===== src/rtl/disp_pkg.sv =====
// Shared types and segment tables for the multiplexed 7-segment scanner.
package disp_pkg;

    typedef enum logic [1:0] {IDLE, SHOW, BLANK} scan_state_e;

    localparam logic [6:0] SEG_OFF = 7'h00;

    // Index n holds the a..g pattern for hex digit n (bit 0 = a).
    localparam logic [15:0][6:0] SEG_HEX = {
        7'h71, 7'h79, 7'h5E, 7'h39, 7'h7C, 7'h77, 7'h6F, 7'h7F,
        7'h07, 7'h7D, 7'h6D, 7'h66, 7'h4F, 7'h5B, 7'h06, 7'h3F
    };

    // Position of the most significant nonzero nibble among the low n; 0 if all zero.
    function automatic int top_digit(input logic [31:0] v, input int n);
        int top;
        top = 0;
        for (int i = 0; i < 8; i++)
            if (i < n && v[4*i +: 4] != 4'h0) top = i;
        return top;
    endfunction

endpackage


===== src/rtl/seg7_dec.sv =====
// Combinational hex nibble to a..g segment decode.
module seg7_dec
    import disp_pkg::*;
(
    input  logic [3:0] nib,
    output logic [6:0] seg
);
    assign seg = SEG_HEX[nib];
endmodule


===== src/rtl/disp_scan_ctrl.sv =====
// Multiplexed 7-segment scan scheduler with blanking and frame-aligned loads.
// Optional leading-zero blanking is enabled by defining DISP_LZB_EN.
module disp_scan_ctrl
    import disp_pkg::*;
#(
    parameter int N_DIG          = 4,
    parameter int BLANK_TICKS    = 1,
    parameter bit DIG_ACTIVE_LOW = 1'b1
) (
    input  logic                       clk,
    input  logic                       reset,
    input  logic                       en,
    input  logic                       tick,
    input  logic                       load,
    input  logic [4*N_DIG-1:0]         data,
    input  logic [N_DIG-1:0]           dp,
    output logic                       load_ack,
    output logic                       frame_done,
    output logic [$clog2(N_DIG)-1:0]   scancnt,
    output logic [N_DIG-1:0]           dig,
    output logic [7:0]                 seg
);
    localparam int               IW      = $clog2(N_DIG);
    localparam logic [IW-1:0]    LAST    = IW'(N_DIG - 1);
    localparam logic [N_DIG-1:0] DIG_OFF = {N_DIG{DIG_ACTIVE_LOW}};

    scan_state_e          state;
    logic [3:0]           bcnt;
    logic [4*N_DIG-1:0]   act, pend, act_n;
    logic [N_DIG-1:0]     act_dp, pend_dp, act_dp_n;
    logic                 pflag;

    logic                 adv, boundary, take_new, take_pend, lit;
    logic [IW-1:0]        nxt_idx;
    logic [3:0]           nib;
    logic [6:0]           seg7;
    logic [N_DIG-1:0]     dig_n;
    logic [7:0]           seg_n;

    // Everything downstream is computed from the post-edge view (next digit,
    // next active data) so the registered outputs line up with frame_done/load_ack.
    always_comb begin
        adv = 1'b0;
        if (en && tick)
            adv = (state == SHOW && BLANK_TICKS == 0) || (state == BLANK && bcnt == 4'd1);
        boundary  = adv && (scancnt == LAST);
        nxt_idx   = boundary ? '0 : (adv ? scancnt + 1'b1 : scancnt);
        take_new  = boundary && load;
        take_pend = boundary && !load && pflag;
        act_n     = take_new ? data : (take_pend ? pend : act);
        act_dp_n  = take_new ? dp : (take_pend ? pend_dp : act_dp);
        nib       = act_n[{nxt_idx, 2'b00} +: 4];
`ifdef DISP_LZB_EN
        lit       = int'(nxt_idx) <= top_digit(32'(act_n), N_DIG);
`else
        lit       = 1'b1;
`endif
        dig_n     = lit ? ((N_DIG'(1) << nxt_idx) ^ DIG_OFF) : DIG_OFF;
        seg_n     = lit ? {act_dp_n[nxt_idx], seg7} : {1'b0, SEG_OFF};
    end

    seg7_dec u_dec (
        .nib (nib),
        .seg (seg7)
    );

    always_ff @(posedge clk or negedge reset) begin
        if (!reset) begin
            state      <= IDLE;
            bcnt       <= '0;
            scancnt    <= '0;
            dig        <= DIG_OFF;
            seg        <= '0;
            load_ack   <= 1'b0;
            frame_done <= 1'b0;
            act        <= '0;
            act_dp     <= '0;
            pend       <= '0;
            pend_dp    <= '0;
            pflag      <= 1'b0;
        end else begin
            frame_done <= boundary;
            load_ack   <= take_new || take_pend;
            if (take_new || take_pend) begin
                act    <= act_n;
                act_dp <= act_dp_n;
                pflag  <= 1'b0;
            end else if (load) begin
                pend    <= data;
                pend_dp <= dp;
                pflag   <= 1'b1;
            end

            if (!en) begin
                state   <= IDLE;
                scancnt <= '0;
                dig     <= DIG_OFF;
                seg     <= '0;
            end else begin
                case (state)
                    IDLE: begin
                        state   <= SHOW;
                        scancnt <= '0;
                        dig     <= dig_n;
                        seg     <= seg_n;
                    end
                    SHOW: if (tick) begin
                        if (BLANK_TICKS == 0) begin
                            scancnt <= nxt_idx;
                            dig     <= dig_n;
                            seg     <= seg_n;
                        end else begin
                            state <= BLANK;
                            bcnt  <= 4'(BLANK_TICKS);
                            dig   <= DIG_OFF;
                            seg   <= '0;
                        end
                    end
                    BLANK: if (tick) begin
                        if (adv) begin
                            state   <= SHOW;
                            scancnt <= nxt_idx;
                            dig     <= dig_n;
                            seg     <= seg_n;
                        end else begin
                            bcnt <= bcnt - 1'b1;
                        end
                    end
                    default: state <= IDLE;
                endcase
            end
        end
    end

endmodule


===== config.mk =====
export PLATFORM = sky130hd
export DESIGN_NAME = disp_scan_ctrl
export DESIGN_NICKNAME = d
export VERILOG_FILES = /design/src/rtl/disp_pkg.sv /design/src/rtl/seg7_dec.sv /design/src/rtl/disp_scan_ctrl.sv
export SDC_FILE = /design/constraint.sdc
export NUM_CORES = 1
export LEC_CHECK = 0
export ABC_AREA = 1
export ABC_CLOCK_PERIOD_IN_PS = 3900
export BUFFER_PORTS_ARGS = -buffer_cell sky130_fd_sc_hd__buf_4
export CORE_MARGIN = 2
export CORE_UTILIZATION = 42
export CTS_BUF_LIST = sky130_fd_sc_hd__clkbuf_4 sky130_fd_sc_hd__clkbuf_8 sky130_fd_sc_hd__clkbuf_16
export DETAILED_ROUTE_END_ITERATION = 8
export GPL_TIMING_DRIVEN = 0
export PLACE_DENSITY = 0.59
export SYNTH_ARGS = -nofsm -noshare
export SYNTH_HDL_FRONTEND = slang
export SYNTH_SLANG_ARGS = --single-unit

===== constraint.sdc =====
create_clock -name clk -period 3.9 [get_ports clk]
set_input_delay 0.39 -clock clk [delete_from_list [all_inputs] [get_ports clk]]
set_output_delay 0.39 -clock clk [all_outputs]
set_load 0.02 [all_outputs]

==> run summary <==
Routed WL -> 7510 microns
Clock Latency Late Sink -> 0.35 ns
final period utilization -> 73.8%
Min Hold Slack -> 0.123 ns
Crit Path Max Fanout -> 10
synthesis-stage register bit count -> 63
Post-synth ARST share -> 100%
I/O Pins -> 41
initial antenna violation count -> 0
Die Ht -> 96.0 microns
share of the synthesized area in the top cell type -> 41.6%
RePlAce Congestion -> 0.796
I/O Buffers -> 40
final hold violations -> 0
library cells used by synthesis -> 31
DRC violation count after routing -> 0
Synthesized Nets -> 442
multiplexer share of the synthesized area -> 3.80%
RSZ-0062 raised after global routing -> false
syn_area_per_cell -> 8.79 sq um
startpoint types -> register
CTS Buf Count -> 9
relative slew slack -> 46.6%
WL/cell -> 13.3 microns
DR iter-0 viols -> 73
Synth Area in Compound Gates -> 4.72%
Primary FF master, synth -> dfrtp_1
Worst R2R End -> seg[0]
Post-synth top cells -> 86 x nand2_1, 59 x dfrtp_1, 48 x inv_1, 42 x nand3_1, 21 x nand2_2
maximum clock frequency -> 348 MHz
CTS resizes -> 0
Placed Cells -> 549
CTS root buf -> clkbuf_8
crit path kind -> reg2reg
routed vias/inst -> 4.81
Seq/Total Area, Yosys -> 44.5%
flop2flop setup slack -> 1.02 ns
global-route wire length before repair -> 13000 microns
Die W -> 96.0 microns
largest net degree at the start of global routing -> 64
WP data required -> 4.14 ns
most common cell in the netlist -> nand2_1
via count -> 2719
status -> completed
Final setup viols -> 0
Final Non-Filler Cells -> 565
1st-pass router iterations -> 4
Worst R2R Path Depth -> 17
Sum Neg Setup Slack -> 0 ns
synthesized area -> 0.00355 sq mm
Synth Area in Simple Gates -> 33.8%
Reg clk slew, reported paths -> 0.08 ns
n_diodes -> 0
post-route ant nets -> 0
Yosys Warn Count -> 0
Final Critical Period -> 2.88 ns
FP Rows -> 33
r2r startpoint -> state[0]
Post-synth EDFFs -> 0
Mapped Cells -> 404
Syn-to-layout area delta -> 17.9%
Synth Area in XOR/XNOR -> 0.247%
Total GRT Usage -> 18.6%
VDD IR max -> 0.201 mV
Adder-Cell Fraction of Synth Area -> 4.58%
Bufs on Longest Clock Path -> 2
core area -> 0.00822 sq mm
CTS tree -> built
Finished Core Util -> 51.0%
Post-DP HPWL -> 5540 microns
Max Cap Violations -> 0
top cells by area, synth -> dfrtp_1 42%, nand2_1 9.1%, nand3_1 5.9%, inv_1 5.1%, ha_1 4.6%
leak pwr -> 2.13 nW
FILL cells -> 803
CTS Hold Bufs -> 0
Die ar. -> 0.00921 sq mm
worst hold-check path type -> in2async
largest family of logic cells by synthesized area -> simple AND/OR/NAND/NOR gates
layout cell share with drive strength beyond 1 -> 31.7%
gr ovfl total -> 0
H-tree depth -> 3
Final #Nets -> 493
CTS sink count -> 63
Initial Util -> 43.2%
clock skew -> 0.0102 ns
crit path DAT -> 3.12 ns
vias in the first global route -> 2794
post-synth top area cell -> dfrtp_1
Slew Viols, Final -> 0
setup bufs post-CTS -> 0
Worst setup EP type -> register
Slew @ Worst Pin -> 0.801 ns
pwr dens -> 429 mW/mm^2
worst max-delay path, cell delays in order, from the launching register on:
cell     delay [ns]
dfrtp_1        0.42
inv_1          0.09
ha_1           0.31
nand2_2        0.12
nor2_4         0.19
nand4_4        0.17
buf_6          0.20
nand2_1        0.07
nand3_2        0.08
nand2_1        0.06
nand2_1        0.06
nor2_1         0.28
ha_1           0.27
inv_1          0.08
a21oi_2        0.15
o21ai_0        0.09
nand2_1        0.07
nand2_1        0.04
area by class of cell:
class	instances	area, sq um	area share (%)
Buffer	12	80.1	1.91
Tap cell	105	131	3.14
Clock inverter	7	81.3	1.94
Multi-Input combinational cell	272	1670	40.0
Inverter	57	216	5.17
Clock buffer	9	124	2.96
Sequential cell	63	1580	37.8
Timing Repair Buffer	40	300	7.17
worst max-delay path by stage:
stage | end | startpoint | cells after the start | slack, ns
final | seg[0] | state[0] | 17 | 1.02
after CTS | seg[0] | state[0] | 17 | 0.98
after detailed placement | seg[0] | state[0] | 17 | 1.0
after floorplan | seg[0] | scancnt[0] | 17 | 1.40
after global routing | seg[0] | state[0] | 17 | 0.68
after global placement | seg[0] | state[0] | 17 | 1.01
cells by family after synthesis:
group,after synthesis
buf+inv,69
flops,63
mux,12
xor+xnor,1
fa+ha+maj,13
compound gates,28
simple gates,218
state kept, by name, summed over array words and instances (netlist names):
signal and count:
state 2, frame_done 1, load_ack 1, scancnt 2, pend 16, act_dp 4
act 16, bcnt 4, pflag 1, dig 4, seg 8, pend_dp 4
placed cells by master, fill, tap and decap left out, types with 2 or more instances in the layout:
cell type,n
nor2_1,17
dfstp_2,4
nand2_1,86
inv_1,48
buf_4,40
clkinvlp_4,3
o21ai_0,15
inv_2,8
nand3_1,42
a21oi_1,6
nor3_1,6
clkbuf_8,9
or2_2,7
clkbuf_1,4
buf_2,4
o211ai_1,2
nand4_1,13
nor2_8,2
a21oi_2,2
nand3_2,8
ha_1,13
buf_6,4
mux2_2,12
dfrtp_1,59
nand2_2,21
nand2_4,8
nor2_4,6
metrics by stage:
stage / instance area (sq um) / worst slack [ns] / power, mW
after detailed placement: 3980 / 0.996 / 1.23
after global placement: 3980 / 1.01 / 1.23
after floorplan: 3550 / 1.40 / 1.07
after global routing: 4190 / 0.685 / 1.91
after CTS: 4190 / 0.979 / 1.83
final: 4190 / 1.02 / 1.80
routing by layer:
layer  part of all wire, %  up-vias  wire, microns  track usage [%]
met3                   3.0       10            224             4.23
met2                    49       31           3680             31.9
met4                   1.3        0             96             5.48
met1                    47     1275           3510             23.4
met5                     0        -              0                0
li1                      -     1403              -                -
where the power goes:
| group | total [mW] | switching, mW | internal [mW] | leakage (nW) |
|---|---|---|---|---|
| clock network | 0.584 | 0.281 | 0.302 | 0.0940 |
| logic | 0.421 | 0.258 | 0.163 | 1.26 |
| registers | 0.791 | 0.0509 | 0.741 | 0.781 |
| total | 1.80 | 0.591 | 1.21 | 2.13 |
(Power assumes the default switching activity.)
